[src/rtl/step_engine_dda.sv]
// Multi-axis DDA step generator: takes one motion record per move and spreads each axis's
// steps evenly over the move's iterations. Define STEP_ENGINE_ABORT_EN to add abort/done_remaining.
module step_engine_dda #(
   parameter int MOTORS            = 8,
   parameter int COUNT_WIDTH       = 16,
   parameter int PERIOD_WIDTH      = 16,
   parameter int STEP_PULSE_CYCLES = 4,
   parameter int DIR_SETUP_CYCLES  = 2
) (
   input  logic                          clk,
   input  logic                          rst,
   input  logic                          rec_valid,
   output logic                          rec_ready,
   input  logic [COUNT_WIDTH-1:0]        rec_loops,
   input  logic [PERIOD_WIDTH-1:0]       rec_period,
   input  logic [MOTORS*COUNT_WIDTH-1:0] rec_steps,
   input  logic [MOTORS-1:0]             rec_dir,
`ifdef STEP_ENGINE_ABORT_EN
   input  logic                          abort,
   output logic [COUNT_WIDTH-1:0]        done_remaining,
`endif
   output logic [MOTORS-1:0]             step,
   output logic [MOTORS-1:0]             direction,
   output logic                          busy,
   output logic                          done
);

   localparam logic [1:0] S_IDLE  = 2'd0;
   localparam logic [1:0] S_SETUP = 2'd1;
   localparam logic [1:0] S_RUN   = 2'd2;
   localparam logic [1:0] S_DRAIN = 2'd3;

   localparam int SETUP_W = (DIR_SETUP_CYCLES > 1) ? $clog2(DIR_SETUP_CYCLES) : 1;
   localparam int PULSE_W = (STEP_PULSE_CYCLES > 1) ? $clog2(STEP_PULSE_CYCLES) : 1;
   localparam logic [SETUP_W-1:0]      SETUP_LOAD = SETUP_W'(DIR_SETUP_CYCLES - 1);
   localparam logic [PULSE_W-1:0]      PULSE_LOAD = PULSE_W'(STEP_PULSE_CYCLES - 1);
   // Shortest legal iteration: full pulse width plus at least one low cycle.
   localparam logic [PERIOD_WIDTH-1:0] MIN_PERIOD = PERIOD_WIDTH'(STEP_PULSE_CYCLES + 1);

   logic [1:0]              state;
   logic [SETUP_W-1:0]      setup_cnt;
   logic [PERIOD_WIDTH-1:0] period_cnt;
   logic [PERIOD_WIDTH-1:0] period_eff;
   logic [PULSE_W-1:0]      pulse_cnt;
   logic [COUNT_WIDTH-1:0]  loops_q;
   logic [COUNT_WIDTH-1:0]  loop_ctr;
   logic                    aborting;

   logic [COUNT_WIDTH-1:0]  steps_q    [MOTORS];
   logic [COUNT_WIDTH-1:0]  acc_q      [MOTORS];
   logic [COUNT_WIDTH-1:0]  acc_nxt    [MOTORS];
   logic [COUNT_WIDTH-1:0]  step_clamp [MOTORS];
   logic [COUNT_WIDTH:0]    sum_w      [MOTORS];
   logic [MOTORS-1:0]       fire;

   logic accept;
   logic abort_req;
   logic iter_due;

   assign accept = (state == S_IDLE) && rec_valid && rec_ready;
   assign busy   = (state != S_IDLE);

`ifdef STEP_ENGINE_ABORT_EN
   assign abort_req = abort && ((state == S_SETUP) || (state == S_RUN));
`else
   assign abort_req = 1'b0;
`endif

   assign iter_due = (state == S_RUN) && !abort_req && (period_cnt == '0);

   // Bresenham step decision per axis; acc < loops always, so the extra sum bit never overflows.
   always_comb begin
      // NOTE: every signal driven here gets a value on every path before use, so no latch is inferred.
      fire = '0;
      for (int i = 0; i < MOTORS; i++) begin
         step_clamp[i] = (rec_steps[i*COUNT_WIDTH +: COUNT_WIDTH] > rec_loops) ?
                         rec_loops : rec_steps[i*COUNT_WIDTH +: COUNT_WIDTH];
         sum_w[i]      = {1'b0, acc_q[i]} + {1'b0, steps_q[i]};
         acc_nxt[i]    = sum_w[i][COUNT_WIDTH-1:0];
         if (sum_w[i] >= {1'b0, loops_q}) begin
            fire[i]    = 1'b1;
            acc_nxt[i] = sum_w[i][COUNT_WIDTH-1:0] - loops_q;
         end
      end
   end

   always_ff @(posedge clk or negedge rst) begin
      if (!rst) begin
         // NOTE: these per-axis arrays are plain flop banks, not a RAM, so they take the async reset.
         for (int i = 0; i < MOTORS; i++) begin
            steps_q[i] <= '0;
            acc_q[i]   <= '0;
         end
      end else if (accept) begin
         for (int i = 0; i < MOTORS; i++) begin
            steps_q[i] <= step_clamp[i];
            acc_q[i]   <= rec_loops >> 1;
         end
      end else if (iter_due) begin
         for (int i = 0; i < MOTORS; i++) begin
            acc_q[i] <= acc_nxt[i];
         end
      end
   end

   // All axes step on the same iteration edge, so one shared width timer serves every pulse.
   always_ff @(posedge clk or negedge rst) begin
      if (!rst) begin
         // NOTE: sequential state uses non-blocking assignment so every flop samples pre-edge values.
         step      <= '0;
         pulse_cnt <= '0;
      end else if (iter_due) begin
         step      <= fire;
         pulse_cnt <= PULSE_LOAD;
      end else if (pulse_cnt != '0) begin
         pulse_cnt <= pulse_cnt - 1'b1;
      end else begin
         step <= '0;
      end
   end

   always_ff @(posedge clk or negedge rst) begin
      if (!rst) begin
         direction <= '0;
      end else if (accept) begin
         direction <= rec_dir;
      end
   end

   always_ff @(posedge clk or negedge rst) begin
      if (!rst) begin
         state      <= S_IDLE;
         rec_ready  <= 1'b0;
         done       <= 1'b0;
         setup_cnt  <= '0;
         period_cnt <= '0;
         period_eff <= '0;
         loops_q    <= '0;
         loop_ctr   <= '0;
         aborting   <= 1'b0;
`ifdef STEP_ENGINE_ABORT_EN
         done_remaining <= '0;
`endif
      end else begin
         done <= 1'b0;
         case (state)
            S_IDLE: begin
               rec_ready <= !accept;
               if (accept) begin
                  loops_q    <= rec_loops;
                  loop_ctr   <= rec_loops;
                  period_eff <= (rec_period < MIN_PERIOD) ? MIN_PERIOD : rec_period;
                  setup_cnt  <= SETUP_LOAD;
                  period_cnt <= '0;
                  aborting   <= 1'b0;
                  // An empty move skips direction setup and completes on the next edge.
                  state      <= (rec_loops == '0) ? S_DRAIN : S_SETUP;
               end
            end
            S_SETUP: begin
               if (abort_req) begin
                  aborting <= 1'b1;
                  state    <= S_DRAIN;
               end else if (setup_cnt == '0) begin
                  state <= S_RUN;
               end else begin
                  setup_cnt <= setup_cnt - 1'b1;
               end
            end
            S_RUN: begin
               if (abort_req) begin
                  aborting <= 1'b1;
                  state    <= S_DRAIN;
               end else if (period_cnt == '0) begin
                  loop_ctr   <= loop_ctr - 1'b1;
                  period_cnt <= period_eff - 1'b1;
                  if (loop_ctr == COUNT_WIDTH'(1)) begin
                     state <= S_DRAIN;
                  end
               end else begin
                  period_cnt <= period_cnt - 1'b1;
               end
            end
            default: begin
               // Normal moves wait out the last period; aborted moves only wait for the pulse to end.
               if (aborting ? (step == '0) : (period_cnt == '0)) begin
                  done      <= 1'b1;
                  rec_ready <= 1'b1;
                  state     <= S_IDLE;
`ifdef STEP_ENGINE_ABORT_EN
                  done_remaining <= loop_ctr;
`endif
               end else if (!aborting) begin
                  period_cnt <= period_cnt - 1'b1;
               end
            end
         endcase
      end
   end

endmodule

[config.mk]
export PLATFORM = sky130hd
export DESIGN_NAME = step_engine_dda
export DESIGN_NICKNAME = d
export VERILOG_FILES = /design/src/rtl/step_engine_dda.sv
export SDC_FILE = /design/constraint.sdc
export NUM_CORES = 1
export LEC_CHECK = 0
export CORE_MARGIN = 1.5
export CORE_UTILIZATION = 61
export CTS_BUF_LIST = sky130_fd_sc_hd__clkbuf_16
export CTS_CLUSTER_DIAMETER = 40
export CTS_CLUSTER_SIZE = 20
export DETAILED_ROUTE_END_ITERATION = 8
export DONT_BUFFER_PORTS = 1
export GPL_TIMING_DRIVEN = 0
export PLACE_DENSITY = 0.85
export SLEW_MARGIN = 20
export SYNTH_ARGS = -nofsm -noshare
export SYNTH_HDL_FRONTEND = slang
export SYNTH_SLANG_ARGS = --single-unit
export TNS_END_PERCENT = 10
[constraint.sdc]
create_clock -name clk -period 5.4 [get_ports clk]
set_input_delay 0.81 -clock clk [delete_from_list [all_inputs] [get_ports clk]]
set_output_delay 0.81 -clock clk [all_outputs]
set_load 0.005 [all_outputs]
Word level (Yosys, flattened, before mapping) --
Index checks and enable logic that the tools add are counted.
Storage, ports and cells: register bits after elaboration 343, bits in latches 0, bits in writable memories 0, ROM bits 0, input bits 171, output and inout port bits 19, word-level logic and storage cells 151, memories 0
Cells by class: add/sub/neg operators 21, $mul 0, divide/modulo/power cells 0, magnitude comparators 17, eq/ne operators 9, shift operators 0, mux-type cells 52, bitwise logic cells 2, reduce and logical (&&, ||, !) cells 23
Operators with widths (number):
- $mux W16 | 22
- $mux W128 | 2
- $add A16 B16 Y17 | 8
- $ge A17 B16 Y1 | 8
- $gt A16 B16 Y1 | 8
- $sub A16 B16 Y16 | 8
- $pmux W16 S3 | 1
- $sub A16 B1 Y16 const B | 3
- $logic_not A16 Y1 | 2
- $pmux W16 S2 | 1
- $eq A16 B1 Y1 const B | 1
- $lt A16 B3 Y1 const B | 1
- $mux W2 | 8
- $mux W8 | 2
- $reduce_bool A2 Y1 | 7
- $mux W1 | 13
- $ne A2 B2 Y1 const B | 3
- $pmux W2 S3 | 1
- $reduce_and A2 Y1 | 3
- $reduce_and A3 Y1 | 2
- $reduce_and A5 Y1 | 1
- $ne A2 B1 Y1 const B | 2
- $pmux W1 S2 | 2
- $reduce_bool A4 Y1 | 1
- other kinds (11) | 14

Logic depth before layout (Yosys ltp) --
depth after elaboration 5, depth in mapped cells 21, gate-level depth less buffers 19

Worst setup path after synthesis --
OpenSTA, ideal clock, no wires.
path kind reg2reg, from register steps_q[32] (netlist name), to register acc_q[32] (netlist name), setup time 0.126 ns, data arrival time 4.331 ns, required time 5.274 ns, slack 0.943 ns, stages on the path, launching flop included 20, buffers on the path 2, period minus slack after synthesis 4.457 ns, path through dfrtp_1 -> ha_1 -> fa_1 -> a211oi_1 -> o21bai_1 -> a31o_2 -> a211o_1 -> a31o_2 -> a21oi_1 -> xnor2_1 -> ha_1 -> clkbuf_1 -> nand4_1 -> nor4_1 -> a2111oi_0 -> o21ai_0 -> a211o_1 -> buf_6 -> mux2i_1 -> a221o_1
Between the ends: cells in the longest elaborated chain, start to end 5, elaborated cells on any way between the ends 6, classes of those cells add/sub: 2; order compare: 1; mux: 3
RTL lines:
- from (decl) | RTL line 49 | logic [COUNT_WIDTH-1:0] steps_q [MOTORS];
- from (signal, indexed assignment) | RTL line 96 | steps_q[i] <= step_clamp[i];
- $add A16 B16 Y17 * | RTL line 78 | sum_w[i] = {1'b0, acc_q[i]} + {1'b0, steps_q[i]};
- $sub A16 B16 Y16 or $ge A17 B16 Y1 (tied branches) | RTL line 82, 80
- $mux W16 * | RTL line 80 | if (sum_w[i] >= {1'b0, loops_q}) begin
- $mux W128 * | RTL line 99 | end else if (iter_due) begin
- $mux W128 * | RTL line 94 | end else if (accept) begin
- to (signal, indexed assignment) | RTL line 97 | acc_q[i] <= rec_loops >> 1;
- to (signal, indexed assignment) | RTL line 101 | acc_q[i] <= acc_nxt[i];
- to (decl) | RTL line 50 | logic [COUNT_WIDTH-1:0] acc_q [MOTORS];
Every way passes the cells marked *; elsewhere a longest branch is shown, timed or not. The select of a mux whose other input is x is not followed. A chain may end at the register's enable or synchronous reset.

Worst setup path after layout --
from register steps_q[80] (netlist name), to register acc_q[89] (netlist name)
Same word-level chain as after synthesis.

==> impl_metrics.ini <==
[outcome]
outcome = finished with violations
failing_checks = hold timing

[synthesis]
syn_area_um2 = 30800
synth_async_sr_flop_share_pct = 100
post_synth_main_area_contributors = dfrtp_1 (28%), ha_1 (16%), a21oi_1 (5.4%)
synth-seq-area-share_pct = 27.9
synth_cell_types = 86
yosys.cell_count.top_type = ha_1
synthesis.nets = 4198
postSynthAreaPerCell_um2 = 8.52
ys.flop_type = dfrtp_1
number_of_enable_flip_flop_cells_after_synthesis = 0
ys_warn_count = 0
synth_seq_cells = 343
area_share_of_the_leading_cell_type_in_the_synthesized_netlist_pct = 27.9
netlist_instances = 3617
yosysTopAreaCell = dfrtp_1
netlist_top_cells_count = ha_1 (394), dfrtp_1 (343), a21oi_1 (333), o21ai_0 (306), nand2_1 (297)

[clock_network]
root_buffer = clkbuf_16
cts_tree = done
cts-buffers-inserted = 69
clk_pin_slew_ps = 60
clk_path_buf_depth = 3
clk_latency_ps = 640
clock_tree.htree_level_count = 3
clock-sinks = 343

[sta]
max-slew-margin-rel_pct = 9.79
max_freq_mhz = 191
final-max-slew-violation-count = 0
setup_total_negative_slack_ps = 0
worst_pin_slew_ps = 1350
rsz0062_at_grt = no
setup_viol = 0
finalWorstPathRequiredPeriod_ps = 5240
hold_violations = 73
timing.hold.ws_ps = -109
worst_clk_skew_ps = 29.9
timing.final.crit_share_pct = 97.0

[die]
ios = 190
fp.coreArea_um2 = 50000
initial_core_util_pct = 61.6
dieWidth_um = 228
die_h_um = 228
dieArea_um2 = 51900
placementRows = 82

[detailed_routing]
detailroute.via_count = 31100
drc_errors = 0
drt_iter0_drc = 4189
detail_route.vias_per_cell = 7.02
postRouteAntennaNets = 0
drt_pre_antenna_iters = 7
route.final.wire_length_um = 121000
routed_wire_length_per_instance_um = 27.2

[placement]
post-dp-hpwl_um = 85300
placed_area_um2 = 31800
portBuffers = 0
post-place-cells = 4295
place_congestion = 1.04

[worst_setup_path]
cp.arrival_ps = 5780
worst_setup_path_start_kind = flip-flop
cp.required_ps = 5940
worstSetupPathType = flip-flop to flip-flop
rr_startpoint = steps_q[80]
rrSetupSlack_ps = 160
worstReg2RegEnd = acc_q[89]
maximum_fanout_count_along_the_critical_path = 6
rr_worst_depth = 17
worstSetupEndpointType = flip-flop
startpoint = steps_q[80]

[worst_hold_path]
worst_hold_path_type = primary input to async pin

[global_route]
globalRoute.totalOverflow = 0
number_of_antenna_violations_at_the_first_check_in_global_routing = 6
maximum_number_of_pins_on_one_net_before_global_route_repair = 344
grtUsageTotal_pct = 45.4
via_count_of_the_first_global_routing_pass = 29700
wire_length_of_the_first_global_routing_pass_um = 178000

[cells_and_area]
filler_cell_count = 3957
fin_cells = 4427
final_cell_area_um2 = 34200
proportion_of_layout_cells_with_a_drive_suffix_above_1_pct = 6.35
sequential_cell_area_um2 = 8580
multi_input_area_um2 = 21200
syn2layout_area_growth_pct = 11.1
fin_nets = 4275

[job]
maxCapViolCount = 0
==> per-stage QoR <==
stage                     setup slack, ps  hold WS (ps)  util (%)
final                                 162          -109      68.5
after global routing                 17.7          -109      68.5
after CTS                             148         -93.7      68.5
after detailed placement             91.4           461      63.6
after global placement                113           448      63.3
after floorplan                       943           430         -
==> per-layer routing <==
layer / global-route usage (%) / wire (µm) / up-vias
met5: 0 / 41 / -
li1: - / - / 13600
met4: 37.1 / 11300 / 6
met2: 63.5 / 47500 / 2221
met3: 18.4 / 18500 / 644
met1: 54.8 / 43200 / 14600
==> state kept, by name (all words and copies together), names as in the netlist <==
register	count
period_eff	16
setup_cnt	1
steps_q	128
direction	8
done	1
pulse_cnt	2
acc_q	128
loops_q	16
rec_ready	1
step	8
state	2
period_cnt	16
loop_ctr	16
==> worst max-delay path by stage <==
| stage | to | depth (start not counted) |
|---|---|---|
| 2_1_floorplan | acc_q[32] | 19 |
| 3_3_place_gp | steps_q[93] | 13 |
| 3_5_place_dp | steps_q[93] | 13 |
| 4_1_cts | acc_q[55] | 19 |
| 5_1_grt | acc_q[39] | 20 |
| 6_report | acc_q[89] | 17 |
==> what timing repair did <==
item	in CTS	in global routing
setup endpoints to repair	0	27
buffers inserted	0	0
endpoints found under the hold margin	343	334
resized for setup	0	4
==> logic make-up after synthesis <==
| kind of cell | synth area share, % |
|---|---|
| adders and majority gates | 17.0 |
| AOI/OAI and AO/OA | 24.9 |
| xor gates and xnor gates | 5.49 |
| muxes | 4.40 |
| and+or+nand+nor | 16.7 |
| buffers and inverters | 3.65 |
| DFF | 27.9 |
==> worst max-delay path, stage by stage (launching register included) <==
cell      delay [ps]
dfrtp_1          430
ha_1             260
fa_1             410
a21o_1           180
a21oi_1          300
o21ai_0          210
a311oi_2         470
a211oi_1         200
o21ai_0          290
nand3_1          130
and2_1           180
ha_1             330
a21o_1           180
a211o_1          290
a311oi_1         290
o211a_1          420
mux2_2           390
o21ai_0          180
==> final cells by class <==
| class | count | share of cell area [%] |
|---|---|---|
| multi-input combinational | 2999 | 61.8 |
| buffer | 146 | 1.88 |
| tap | 672 | 2.46 |
| clock inverter | 56 | 1.97 |
| inverter | 129 | 1.41 |
| clock buffer | 70 | 5.12 |
| timing repair buffer | 6 | 0.230 |
| sequential | 343 | 25.1 |
| antenna | 6 | 0.0439 |
==> placed cells by master (no fill, tap or decap), types with 34 or more instances in the layout <==
cell / count
ha_1: 394
dfrtp_1: 343
a21oi_1: 333
o21ai_0: 305
nand2_1: 297
nor2_1: 236
inv_1: 132
mux2i_1: 131
xnor2_1: 128
nor3_1: 114
a21o_1: 111
nand3_1: 106
clkbuf_1: 90
clkbuf_16: 70
nand4_1: 68
xor2_1: 65
o21a_1: 57
a221o_1: 54
a31oi_1: 45
nor2b_1: 44
o211ai_1: 34
Power is left out: the tool's default activity adds up to more than one toggle a clock period on the data nets, which glitch-free logic cannot reach.
